`config.mk`:
```
export PLATFORM = sky130hd
export DESIGN_NAME = div_nr_sequencer
export DESIGN_NICKNAME = d
export VERILOG_FILES = /design/src/rtl/div_nr_sequencer.sv
export SDC_FILE = /design/constraint.sdc
export NUM_CORES = 1
export LEC_CHECK = 0
export BUFFER_PORTS_ARGS = -buffer_cell sky130_fd_sc_hd__clkbuf_2
export CAP_MARGIN = 10
export CORE_AREA = 10 10 247 249
export CTS_BUF_LIST = sky130_fd_sc_hd__clkbuf_16
export CTS_CLUSTER_SIZE = 30
export DETAILED_ROUTE_END_ITERATION = 16
export DIE_AREA = 0 0 257 259
export GPL_TIMING_DRIVEN = 0
export PLACE_DENSITY_LB_ADDON = 0.15
export SYNTH_ARGS = -nofsm -noshare
export SYNTH_HDL_FRONTEND = slang
export SYNTH_SLANG_ARGS = --single-unit
```
`constraint.sdc`:
```
create_clock -name clk -period 4.5 [get_ports clk]
set_input_delay 0.225 -clock clk [delete_from_list [all_inputs] [get_ports clk]]
set_output_delay 0.225 -clock clk [all_outputs]
set_load 0.05 [all_outputs]
```
`src/rtl/div_nr_sequencer.sv`:
```
// ---------------------------------------------------------------------------
// div_nr_sequencer
//   Multi-cycle controller for the Newton-Raphson mantissa divider. Owns the
//   iteration registers (x, A, E, Eb, Da, Db) and steps the external shared
//   58x58 multiplier through seed, Newton and quotient phases.
//
// Ports
//   clk, rst          clock, synchronous active-high reset
//   start             divide request, sampled only in IDLE
//   db                1 = double (3 Newton iterations), 0 = single (2)
//   fa, fb            dividend / divisor significands (53 bits)
//   busy              high in every state except IDLE
//   done              one-cycle pulse, Da/Db/E/Eb valid
//   rom_addr/rom_data async reciprocal seed ROM lookup
//   mul_a, mul_b      registered multiplier operands
//   mul_out           multiplier product (MUL_LAT extra cycles after operands)
//   Da, Db, E, Eb     results toward the fd-select stage
//   last_cycles       (only with DIV_CYCLE_CNT_EN) latency of the last divide
//   state_dbg         current FSM state for debug/checkers
//
// Optional feature macro: DIV_CYCLE_CNT_EN
//
// Handshake: start is a level request; it is accepted on the rising edge at
// which the FSM is in IDLE and start is high. From that edge busy stays high
// until (and including) the single done cycle; start is ignored while busy,
// with no queuing. A new request may be accepted in the first IDLE cycle.
// ---------------------------------------------------------------------------
module div_nr_sequencer #(
  parameter int MUL_LAT = 1
) (
  input  logic         clk,
  input  logic         rst,
  input  logic         start,
  input  logic         db,
  input  logic [52:0]  fa,
  input  logic [52:0]  fb,
  output logic         busy,
  output logic         done,
  output logic [7:0]   rom_addr,
  input  logic [7:0]   rom_data,
  output logic [57:0]  mul_a,
  output logic [57:0]  mul_b,
  input  logic [115:0] mul_out,
  output logic [57:0]  Da,
  output logic [57:0]  Db,
  output logic [54:0]  E,
  output logic [115:0] Eb,
`ifdef DIV_CYCLE_CNT_EN
  output logic [7:0]   last_cycles,
`endif
  output logic [2:0]   state_dbg
);

  typedef enum logic [2:0] {
    S_IDLE = 3'd0,
    S_SEED = 3'd1,
    S_NR1  = 3'd2,
    S_NR2  = 3'd3,
    S_Q1   = 3'd4,
    S_Q2   = 3'd5,
    S_FIN  = 3'd6
  } state_t;

  state_t      state, state_nxt;
  logic [52:0] fa_q, fb_q;
  logic        db_q;
  logic [1:0]  dcnt;
  logic [1:0]  wcnt;
  logic [57:0] x, A;
  logic [57:0] mul_hi;
  logic [54:0] enew;
  logic        wait_hit;

  // Product is ready once the operands have been held for MUL_LAT extra cycles.
  assign wait_hit = (wcnt == MUL_LAT[1:0]);
  assign mul_hi   = mul_out[115:58];
  // Single precision drops the low 29 quotient bits.
  assign enew     = {mul_out[115:90], mul_out[89:61] & {29{db_q}}};
  assign rom_addr = fb_q[51:44];

  // State register
  always_ff @(posedge clk) begin
    if (rst) state <= S_IDLE;
    else     state <= state_nxt;
  end

  // Next-state logic
  always_comb begin
    state_nxt = state;
    case (state)
      S_IDLE: if (start)    state_nxt = S_SEED;
      S_SEED:               state_nxt = S_NR1;
      S_NR1:  if (wait_hit) state_nxt = S_NR2;
      S_NR2:  if (wait_hit) state_nxt = (dcnt == 2'd1) ? S_Q1 : S_NR1;
      S_Q1:   if (wait_hit) state_nxt = S_Q2;
      S_Q2:   if (wait_hit) state_nxt = S_FIN;
      S_FIN:                state_nxt = S_IDLE;
      default:              state_nxt = S_IDLE;
    endcase
  end

  // Output logic
  always_comb begin
    busy      = (state != S_IDLE);
    done      = (state == S_FIN);
    state_dbg = state;
  end

  // Datapath registers
  always_ff @(posedge clk) begin
    if (rst) begin
      fa_q  <= '0;
      fb_q  <= '0;
      db_q  <= 1'b0;
      dcnt  <= '0;
      wcnt  <= '0;
      x     <= '0;
      A     <= '0;
      mul_a <= '0;
      mul_b <= '0;
      Da    <= '0;
      Db    <= '0;
      E     <= '0;
      Eb    <= '0;
    end else begin
      case (state)
        S_IDLE: begin
          if (start) begin
            fa_q <= fa;
            fb_q <= fb;
            db_q <= db;
            dcnt <= db ? 2'd3 : 2'd2;
          end
        end
        S_SEED: begin
          x     <= {2'b01, rom_data, 48'b0};
          mul_a <= {2'b01, rom_data, 48'b0};
          mul_b <= {fb_q, 5'b0};
          wcnt  <= '0;
        end
        S_NR1, S_NR2, S_Q1, S_Q2: begin
          if (!wait_hit) begin
            wcnt <= wcnt + 2'd1;
          end else begin
            wcnt <= '0;
            case (state)
              S_NR1: begin
                // A = 2 - x*b, approximated by one's complement
                A     <= ~mul_hi;
                mul_a <= ~mul_hi;
                mul_b <= x;
              end
              S_NR2: begin
                x    <= mul_hi;
                dcnt <= dcnt - 2'd1;
                if (dcnt == 2'd1) begin
                  mul_a <= {fa_q, 5'b0};
                  mul_b <= mul_hi;
                end else begin
                  mul_a <= mul_hi;
                  mul_b <= {fb_q, 5'b0};
                end
              end
              S_Q1: begin
                E     <= enew;
                mul_a <= {enew, 3'b0};
                mul_b <= {fb_q, 5'b0};
                Da    <= {fa_q, 5'b0};
                Db    <= {fb_q, 5'b0};
              end
              default: begin
                Eb <= mul_out;
              end
            endcase
          end
        end
        default: ;
      endcase
    end
  end

`ifdef DIV_CYCLE_CNT_EN
  logic [7:0] cyc_cnt;

  // Counts every busy cycle since acceptance; in FIN it equals the latency N.
  always_ff @(posedge clk) begin
    if (rst) begin
      cyc_cnt     <= '0;
      last_cycles <= '0;
    end else begin
      if (state == S_IDLE && start) cyc_cnt <= '0;
      else if (busy)                cyc_cnt <= cyc_cnt + 8'd1;
      if (state == S_FIN)           last_cycles <= cyc_cnt;
    end
  end
`endif

endmodule

```
Yosys cells after proc, flatten, opt, wreduce, memory -nomap -nowiden. Cells that the tools add are included.

Register bits after elaboration: 565. Bits of input ports: 234. Output and inout port bits: 416.

Add/subtract/negate cells: 2. Eq/ne operators: 16. Multiplexer cells: 25. Bitwise logic cells: 3. Reductions and logical operators: 13.

Operators by type and width (number): $mux 58 (6); $pmux 58 s2 (3); $pmux 58 s3 (2); $not 58->58 (1); $and 29x29->29 (1); $mux 3 (6); $pmux 3 s6 (1); $ne 2x2->1 const B (7); $reduce_and 3->1 (4); $eq 3x3->1 const B (3); $mux 2 (4); $pmux 2 s2 (2); $eq 3x2->1 const B (2); $reduce_and 5->1 (1); $eq 2x1->1 const B (2); $ne 4x4->1 const B (1); $reduce_and 4->1 (1); $reduce_bool 2->1 (2); $reduce_or 4->1 (1); $eq 3x1->1 const B (1); $logic_not 3->1 (1); $reduce_bool 3->1 (1); $reduce_or 3->1 (1); $add 2x1->2 const B (1); other kinds (4) (4).

Depth between registers and ports, before layout. Gate-level depths: netlist (run 1).

Depth in word-level cells: 5. Depth in mapped cells: 11. Gate-level depth less buffers: 6.

Worst setup path before layout (run 1). Ideal clock, no wire load.

Path type: flip-flop to flip-flop. Start point: reg state[1], in the netlist state_dbg[1]. End point: reg mul_a[28]. Setup time: 0.122 ns. Arrival time: 2.735 ns. Slack: 1.644 ns. Stages on the path, launching flop included: 11. Clock period less this slack: 2.856 ns. Cell sequence: dfxtp_1 buf_4 inv_1 ha_1 buf_2 nor3b_4 a2bb2oi_2 buf_4 nor2_4 buf_6 a221o_1.

Longest elaborated chain between the ends: 4. Elaborated cells on any way between the ends: 13. Classes of those cells: eq/ne: 7; mux: 3; reduce/logical: 3.

RTL lines: start, declared (RTL line 64) `state_t state, state_nxt;`; start signal, assigned (RTL line 84) `else state <= state_nxt;`; $eq 3x3->1 (tied with other cells) (RTL line 126, 146); $pmux 58 s3 / $reduce_or 4->1 (equally long branches) (RTL line 146, 126); $mux 58 (tied with other cells) (RTL line 142) `if (!wait_hit) begin`; $pmux 58 s2 / $reduce_and 3->1 (equally long branches); end signal, assigned (RTL line 137) `mul_a <= {2'b01, rom_data, 48'b0};`; end signal, assigned (RTL line 150) `mul_a <= ~mul_hi;`; end signal, assigned (RTL line 157) `mul_a <= {fa_q, 5'b0};`; end, declared (RTL line 41) `output logic [57:0] mul_a,`.

Several ways; a longest one is shown, not always the timed one. The select of a mux whose other input is x is not followed. A chain may end at the register's enable or synchronous reset.

Worst setup path after layout (run 1).
Start point: reg state[2], in the netlist state_dbg[2]. End point: reg Eb[86].

Longest elaborated chain between the ends: 4. Elaborated cells on any way between the ends: 8. Classes of those cells: eq/ne: 4; bitwise: 1; reduce/logical: 3.

RTL lines: $eq 3x2->1 / $eq 3x3->1 (equally long branches) (RTL line 126, 146); $reduce_or 3->1 (no source line); $not 1->1 (no source line); $reduce_and 3->1 (no source line) *; end signal, assigned (RTL line 172) `Eb <= mul_out;`; end, declared (RTL line 47) `output logic [115:0] Eb,`.

Every way passes the cells marked *; elsewhere a longest branch is shown, timed or not.

==> results_dict.tcl, run 1 <==
set metrics [dict create \
    async_flop_share 0 \
    fp.dieW_um 257 \
    worstHoldEndpoint "Eb[96]" \
    fillerInstances 5305 \
    final-max-slew-violation-count 0 \
    seqCellArea_sq_um 11300 \
    timing.critical_path.arrival_ns 4.47 \
    wl_per_cell_um 24.9 \
    wire_length_of_the_first_global_routing_pass_mm 161 \
    initialDrtViolationCount 2429 \
    finish.net_count 3916 \
    timing.rr.start "state_dbg[2]" \
    via_count 24900 \
    finalSetupViolations 0 \
    max_slew_margin 0.191 \
    crit_required_ns 5.05 \
    synth_top_area_frac 0.499 \
    synth.ff_latch_count 565 \
    placement_rows 87 \
    yosysMostFrequentCell "nand2_1" \
    totalNegativeSetupSlack_ns 0 \
    area_of_combinational_cells_with_multiple_inputs_sq_um 9980 \
    leakage_nw 12.2 \
    critPathMostFrequentCell "buf_2" \
    drcViolationCount 0 \
    timing.critical_path.to_type "flip-flop" \
    cts_clk_pin_slew_worst_paths_ns 0.06 \
    grt_max_degree 16 \
    yosysTopAreaCell "dfxtp_1" \
    yosys.cell_types.count 66 \
    regToRegSetupSlack_ns 0.59 \
    instance_count_of_the_mapped_netlist 2802 \
    cts.sinks 565 \
    clock-root-buffer "clkbuf_16" \
    synth_edf_count 0 \
    power_density_nw_per_um2 557 \
    post_synth_design_cell_area_sq_um 22700 \
    floorplan.initialDensity 0.405 \
    vdd_ir_drop_max_uv 296 \
    floorplan.die_area_sq_um 66600 \
    timing.fmax_ghz 0.256 \
    critical_path_peak_fanout 10 \
    i_o_pin_count 650 \
    final_antenna_net_count 0 \
    detail_route.wirelength_mm 112 \
    crit-reg2reg-capture "Eb[86]" \
    critPathKind "flip-flop to flip-flop" \
    yosys_most_used_dff "dfxtp_1" \
    total_grt_usage 0.318 \
    timing.hold.ws_ns 0.0275 \
    die_h_um 259 \
    first_pass_iters 8 \
    drive_above_1_share 0.233 \
    timing.reg2reg.worst_path_depth 11 \
    finalWeightedCongestion 0.915 \
    clock_tree_from_tritoncts "done" \
    clock_insertion_delay_worst_skew_ns 0.64 \
    area_growth_syn_to_layout_pct 34.9 \
    start_kind "flip-flop" \
    rsz0062_at_grt "false" \
    timing.final.hold_violations 0 \
    portion_of_the_post_synthesis_area_used_by_sequential_elements 0.499 \
    slowest_delay_ns 0.87 \
    cts_resized 0 \
    timing.hold.worst.class "primary input to flip-flop" \
    run_status "complete, no violations" \
    cts-buffers-inserted 60 \
    synth_warn 0 \
    hpwl_mm 84.2 \
    ys_top_cells_by_area "dfxtp_1 50%, nand2_1 14%, a21oi_1 12%, clkbuf_1 2.6%, mux2i_1 2.3%" \
    globalRouteOverflowTotal 0 \
    design_power_total_w 0.0170 \
    critical-path-top-delay-family "buffers and inverters" \
    finalCriticalPeriod_ns 3.91 \
    critical_path.slowest_cell "nor3_2" \
    tightestPinTransition_ns 1.21 \
    worstHoldPathCells 3 \
    avgViaCountPerCell 5.55 \
    cts_max_path_buffers 3 \
    startpoint_of_the_lowest_slack_hold_path "mul_out[96]" \
    core_area_sq_um 56000 \
    final_min_period_over_clock_period 0.869 \
    htree_num_levels 2 \
    grt_antenna_before_repair 5 \
    synth_common_cells "832 x nand2_1, 565 x dfxtp_1, 527 x a21oi_1, 160 x clkbuf_1, 102 x nand3_1" \
    io_buffer_count 612 \
    cp_cell_sequence "buf_2 -> clkbuf_1 -> inv_1 -> ha_1 -> or2_0 -> clkbuf_1 -> nor3_2 -> buf_2 -> buf_2 -> nand2_1 -> a21oi_1" \
    fin_skew_ns 0.0208 \
    combined_buffer_and_inverter_count_along_the_critical_path 6 \
    number_of_global_route_vias_before_repair 24400 \
    drv.max_cap_violation_count 0 \
    avgSynthCellArea_sq_um 8.09 \
]
-- per-layer routing --
layer  vias to the layer above  global-route usage  wire [um]
met5                         -                   0         16
met4                         4               0.137       5030
met3                       221              0.0820       9860
met2                      1239               0.533      53200
met1                     12100               0.381      43800
li1                      11300                   -          -
-- final cells by class --
cell class	instances	area share
antenna	2	0.000164
buffer	292	0.0453
multi-input combinational	1947	0.326
clock inverter	50	0.0134
clock buffer	61	0.0499
timing repair buffer	804	0.163
sequential	565	0.370
tap	756	0.0309
inverter	7	0.000860
-- sequential cells by signal, summed over array words and instances, names as in the netlist --
name	cells
db_q	1
state_dbg	3
mul_a	58
dcnt	2
wcnt	2
fa_q	53
Db	53
mul_b	58
x	58
Eb	116
E	55
fb_q	53
Da	53
-- report_power, final --
part	total [W]	internal, W	switching, W	leakage, nW
sequential	0.00611	0.00561	0.000496	4.58
clock	0.00502	0.00284	0.00217	0.992
combinational	0.00590	0.00153	0.00437	6.62
-- how the worst max path moves through the flow --
stage	from	endpoint	slack, ns	depth (start not counted)
2_1_floorplan	state_dbg[1]	mul_a[28]	1.64	10
3_3_place_gp	state_dbg[2]	Eb[88]	0.66	11
3_5_place_dp	state_dbg[2]	Eb[86]	0.59	11
4_1_cts	state_dbg[2]	Eb[86]	0.57	11
5_1_grt	state_dbg[2]	Eb[86]	0.34	11
6_report	state_dbg[2]	Eb[86]	0.59	11
-- kinds of logic after synthesis --
family                     share of synthesized area
AOI/OAI and AO/OA                              0.213
adders and majority gates                    0.00276
buffers and inverters                         0.0623
DFF                                            0.499
muxes                                         0.0325
other                                       0.000165
and+or+nand+nor                                0.190
-- worst reg2reg max path: stages, from the launching register on --
cell and delay (ns):
dfxtp_1 0.49, buf_2 0.27, clkbuf_1 0.35, inv_1 0.12, ha_1 0.21, or2_0 0.19
clkbuf_1 0.15, nor3_2 0.87, buf_2 0.59, buf_2 0.36, nand2_1 0.09, a21oi_1 0.16
-- stage by stage --
step	area, sq um	std cells	setup slack [ns]	util
final	30600	4484	0.588	0.546
after global routing	30600	4484	0.345	0.546
after CTS	30600	4482	0.570	0.546
after detailed placement	26700	4179	0.589	0.477
after global placement	26700	4179	0.656	0.477
after floorplan	22700	2811	1.64	-
-- placed cells by master, fill, tap and decap left out, types with 6 or more instances in the layout --
cell type,count
nand2_1,832
clkbuf_2,614
dfxtp_1,565
a21oi_1,527
dlygate4sd3_1,192
clkbuf_1,160
nand3_1,102
buf_2,82
o21ai_0,64
clkbuf_16,61
mux2i_1,51
a22oi_1,50
buf_4,39
a221oi_1,39
nor2_1,28
o21ai_1,28
a32o_1,22
a221o_1,21
mux2_2,20
or3_1,20
inv_1,18
a211oi_1,17
o2bb2ai_1,14
clkinv_1,14
clkinv_2,13
nor3_1,12
nor2b_1,12
conb_1,10
and2_1,8
bufinv_16,7
o211ai_1,6
o32ai_1,6
-- what timing repair did --
action                                 4_1_cts  5_1_grt
buffers inserted                             0        0
endpoints found under the hold margin      219        0
hold buffers                               192        0
setup endpoints to repair                    0        0
Note: power is estimated with default switching activity, not from simulation.
==> run 2, diff against run 1 <==
--- a/config.mk
+++ b/config.mk
@@ -12,6 +12,7 @@
 export CTS_CLUSTER_SIZE = 30
 export DETAILED_ROUTE_END_ITERATION = 16
 export DIE_AREA = 0 0 257 259
+export GPL_ROUTABILITY_DRIVEN = 1
 export GPL_TIMING_DRIVEN = 0
 export PLACE_DENSITY_LB_ADDON = 0.15
 export SYNTH_ARGS = -nofsm -noshare
==> constraint.sdc (replaced) <==
create_clock -name clk -period 4.75 [get_ports clk]
set_input_delay 0.2375 -clock clk [delete_from_list [all_inputs] [get_ports clk]]
set_output_delay 0.2375 -clock clk [all_outputs]
set_load 0.05 [all_outputs]
==> run 2 against run 1 <==
- non-clock buffer count fell by 6
- setup slack better by 0.23 ns
- combinational power is 5.4% lower
- clock skew down 0.0050 ns
- global-route usage is essentially flat
- largest power group unchanged
==> results_dict.tcl, run 2 (synthesis results as in run 1) <==
set metrics [dict create \
    run_status "complete, no violations" \
    globalRouteOverflowTotal 0 \
    finalWeightedCongestion 0.915 \
    placement_rows 87 \
    wl_per_cell_um 24.9 \
    crit_required_ns 5.31 \
    floorplan.die_area_sq_um 66600 \
    finalSetupViolations 0 \
    die_h_um 259 \
    netSwitchingPower_w 0.00666 \
    p_comb_frac 0.346 \
    timing.fmax_ghz 0.255 \
    power_density_nw_per_um2 528 \
    setup_repair_bufs_after_cts 0 \
    drcViolationCount 0 \
    cts_hold_buf 186 \
    max_slew_margin 0.199 \
    fp.dieW_um 257 \
    seq_power_share 0.359 \
    leakage_nw 12.2 \
    clock-root-buffer "clkbuf_16" \
    combined_buffer_and_inverter_count_along_the_critical_path 6 \
    first_pass_iters 7 \
    timing.hold.worst.class "primary input to flip-flop" \
    total_grt_usage 0.318 \
    final-max-slew-violation-count 0 \
    area_growth_syn_to_layout_pct 34.6 \
    grt_antenna_before_repair 5 \
    finalCriticalPeriod_ns 3.93 \
    start_kind "flip-flop" \
    timing.critical_path.arrival_ns 4.48 \
    fin_skew_ns 0.0158 \
    critical_path.slowest_cell "nor3_2" \
    detail_route.wirelength_mm 112 \
    critPathMostFrequentCell "buf_2" \
    hpwl_mm 84.2 \
    cts_resized 0 \
    layout_commonest_cell "nand2_1" \
    cts-buffers-inserted 60 \
    via_count 24800 \
    io_buffer_count 612 \
    initialDrtViolationCount 2335 \
    finish.net_count 3910 \
    wire_length_of_the_first_global_routing_pass_mm 160 \
    critPathKind "flip-flop to flip-flop" \
    fillerInstances 5316 \
    design_power_total_w 0.0161 \
    cellInternalPower_w 0.00946 \
    timing.critical_path.to_type "flip-flop" \
    power_frac_clock 0.294 \
    cts_max_path_buffers 3 \
    clock_insertion_delay_worst_skew_ns 0.64 \
    most-common-layout-cells "832 x nand2_1, 614 x clkbuf_2, 565 x dfxtp_1, 527 x a21oi_1, 186 x dlygate4sd3_1" \
    number_of_global_route_vias_before_repair 24300 \
    rsz0062_at_grt "false" \
    vdd_ir_drop_max_uv 283 \
    cts_clk_pin_slew_worst_paths_ns 0.06 \
    core_area_sq_um 56000 \
    final_min_period_over_clock_period 0.827 \
    power_switching_share 0.413 \
    floorplan.initialDensity 0.405 \
    register_with_the_most_flip_flops "Eb" \
    tightestPinTransition_ns 1.20 \
    totalNegativeSetupSlack_ns 0 \
    cp_cell_sequence "buf_2 -> clkbuf_1 -> inv_1 -> ha_1 -> or2_0 -> clkbuf_1 -> nor3_2 -> buf_2 -> buf_2 -> nand2_1 -> a21oi_1" \
    drive_above_1_share 0.233 \
    final_antenna_net_count 0 \
    area_of_combinational_cells_with_multiple_inputs_sq_um 9980 \
    regToRegSetupSlack_ns 0.82 \
    instances_no_fill 4478 \
    drv.max_cap_violation_count 0 \
    seqCellArea_sq_um 11300 \
    htree_num_levels 2 \
    critical-path-top-delay-family "buffers and inverters" \
    largest_register_ffs 116 \
    grt_max_degree 16 \
    clock_tree_from_tritoncts "done" \
    avgViaCountPerCell 5.54 \
    cts.sinks 565 \
    slowest_delay_ns 0.86 \
    timing.final.hold_violations 0 \
    critical_path_peak_fanout 10 \
    dp.cells 4179 \
    i_o_pin_count 650 \
    final_core_utilization 0.545 \
]
==> run 2: final timing paths <==
| path | startpoint | endpoint | depth (start not counted) |
|---|---|---|---|
| hold reg to reg | x[11] | x[11] | 2 |
| hold / removal | mul_out[97] | E[36] | 3 |
| setup reg to reg | state_dbg[2] | Eb[86] | 11 |
| setup / recovery | state_dbg[2] | Eb[86] | 11 |
==> run 2: tightest hold or removal path: stages <==
cell	delay (ns)
clkbuf_2	0.21
nand2_1	0.11
a21oi_1	0.06
==> run 2: per-layer routing <==
layer | global-route usage | up-vias | part of all wire
li1 | - | 11300 | -
met1 | 0.379 | 12000 | 0.39
met2 | 0.532 | 1222 | 0.47
met3 | 0.0831 | 235 | 0.092
met4 | 0.138 | 4 | 0.046
met5 | 0 | - | 0.00014
==> run 2: cell type report <==
class / count / share of cell area
diodes: 2 / 0.000164
repair buffers: 798 / 0.161
flip-flops and latches: 565 / 0.371
well taps: 756 / 0.0310
clock inverters: 50 / 0.0134
clock buffers: 61 / 0.0500
inverters: 7 / 0.000861
plain buffers: 292 / 0.0454
multi-input cells: 1947 / 0.327
==> run 2: power by group through the flow <==
stage / combinational [W] / clock (W) / sequential (W)
2_1_floorplan: 0.00246 / 0 / 0.00684
3_3_place_gp: 0.00529 / 0 / 0.00585
3_5_place_dp: 0.00536 / 0 / 0.00586
4_1_cts: 0.00550 / 0.00477 / 0.00576
5_1_grt: 0.00591 / 0.00496 / 0.00583
6_report: 0.00558 / 0.00474 / 0.00579
==> run 2: stage by stage <==
step | cell area [sq um] | hold slack, ns | worst slack [ns]
floorplan | 22700 | 0.373 | 1.89
global placement | 26700 | 0.439 | 0.906
detailed placement | 26700 | 0.444 | 0.839
CTS | 30500 | 0.00908 | 0.820
global route | 30500 | 0.0214 | 0.609
finish | 30500 | 0.0372 | 0.822
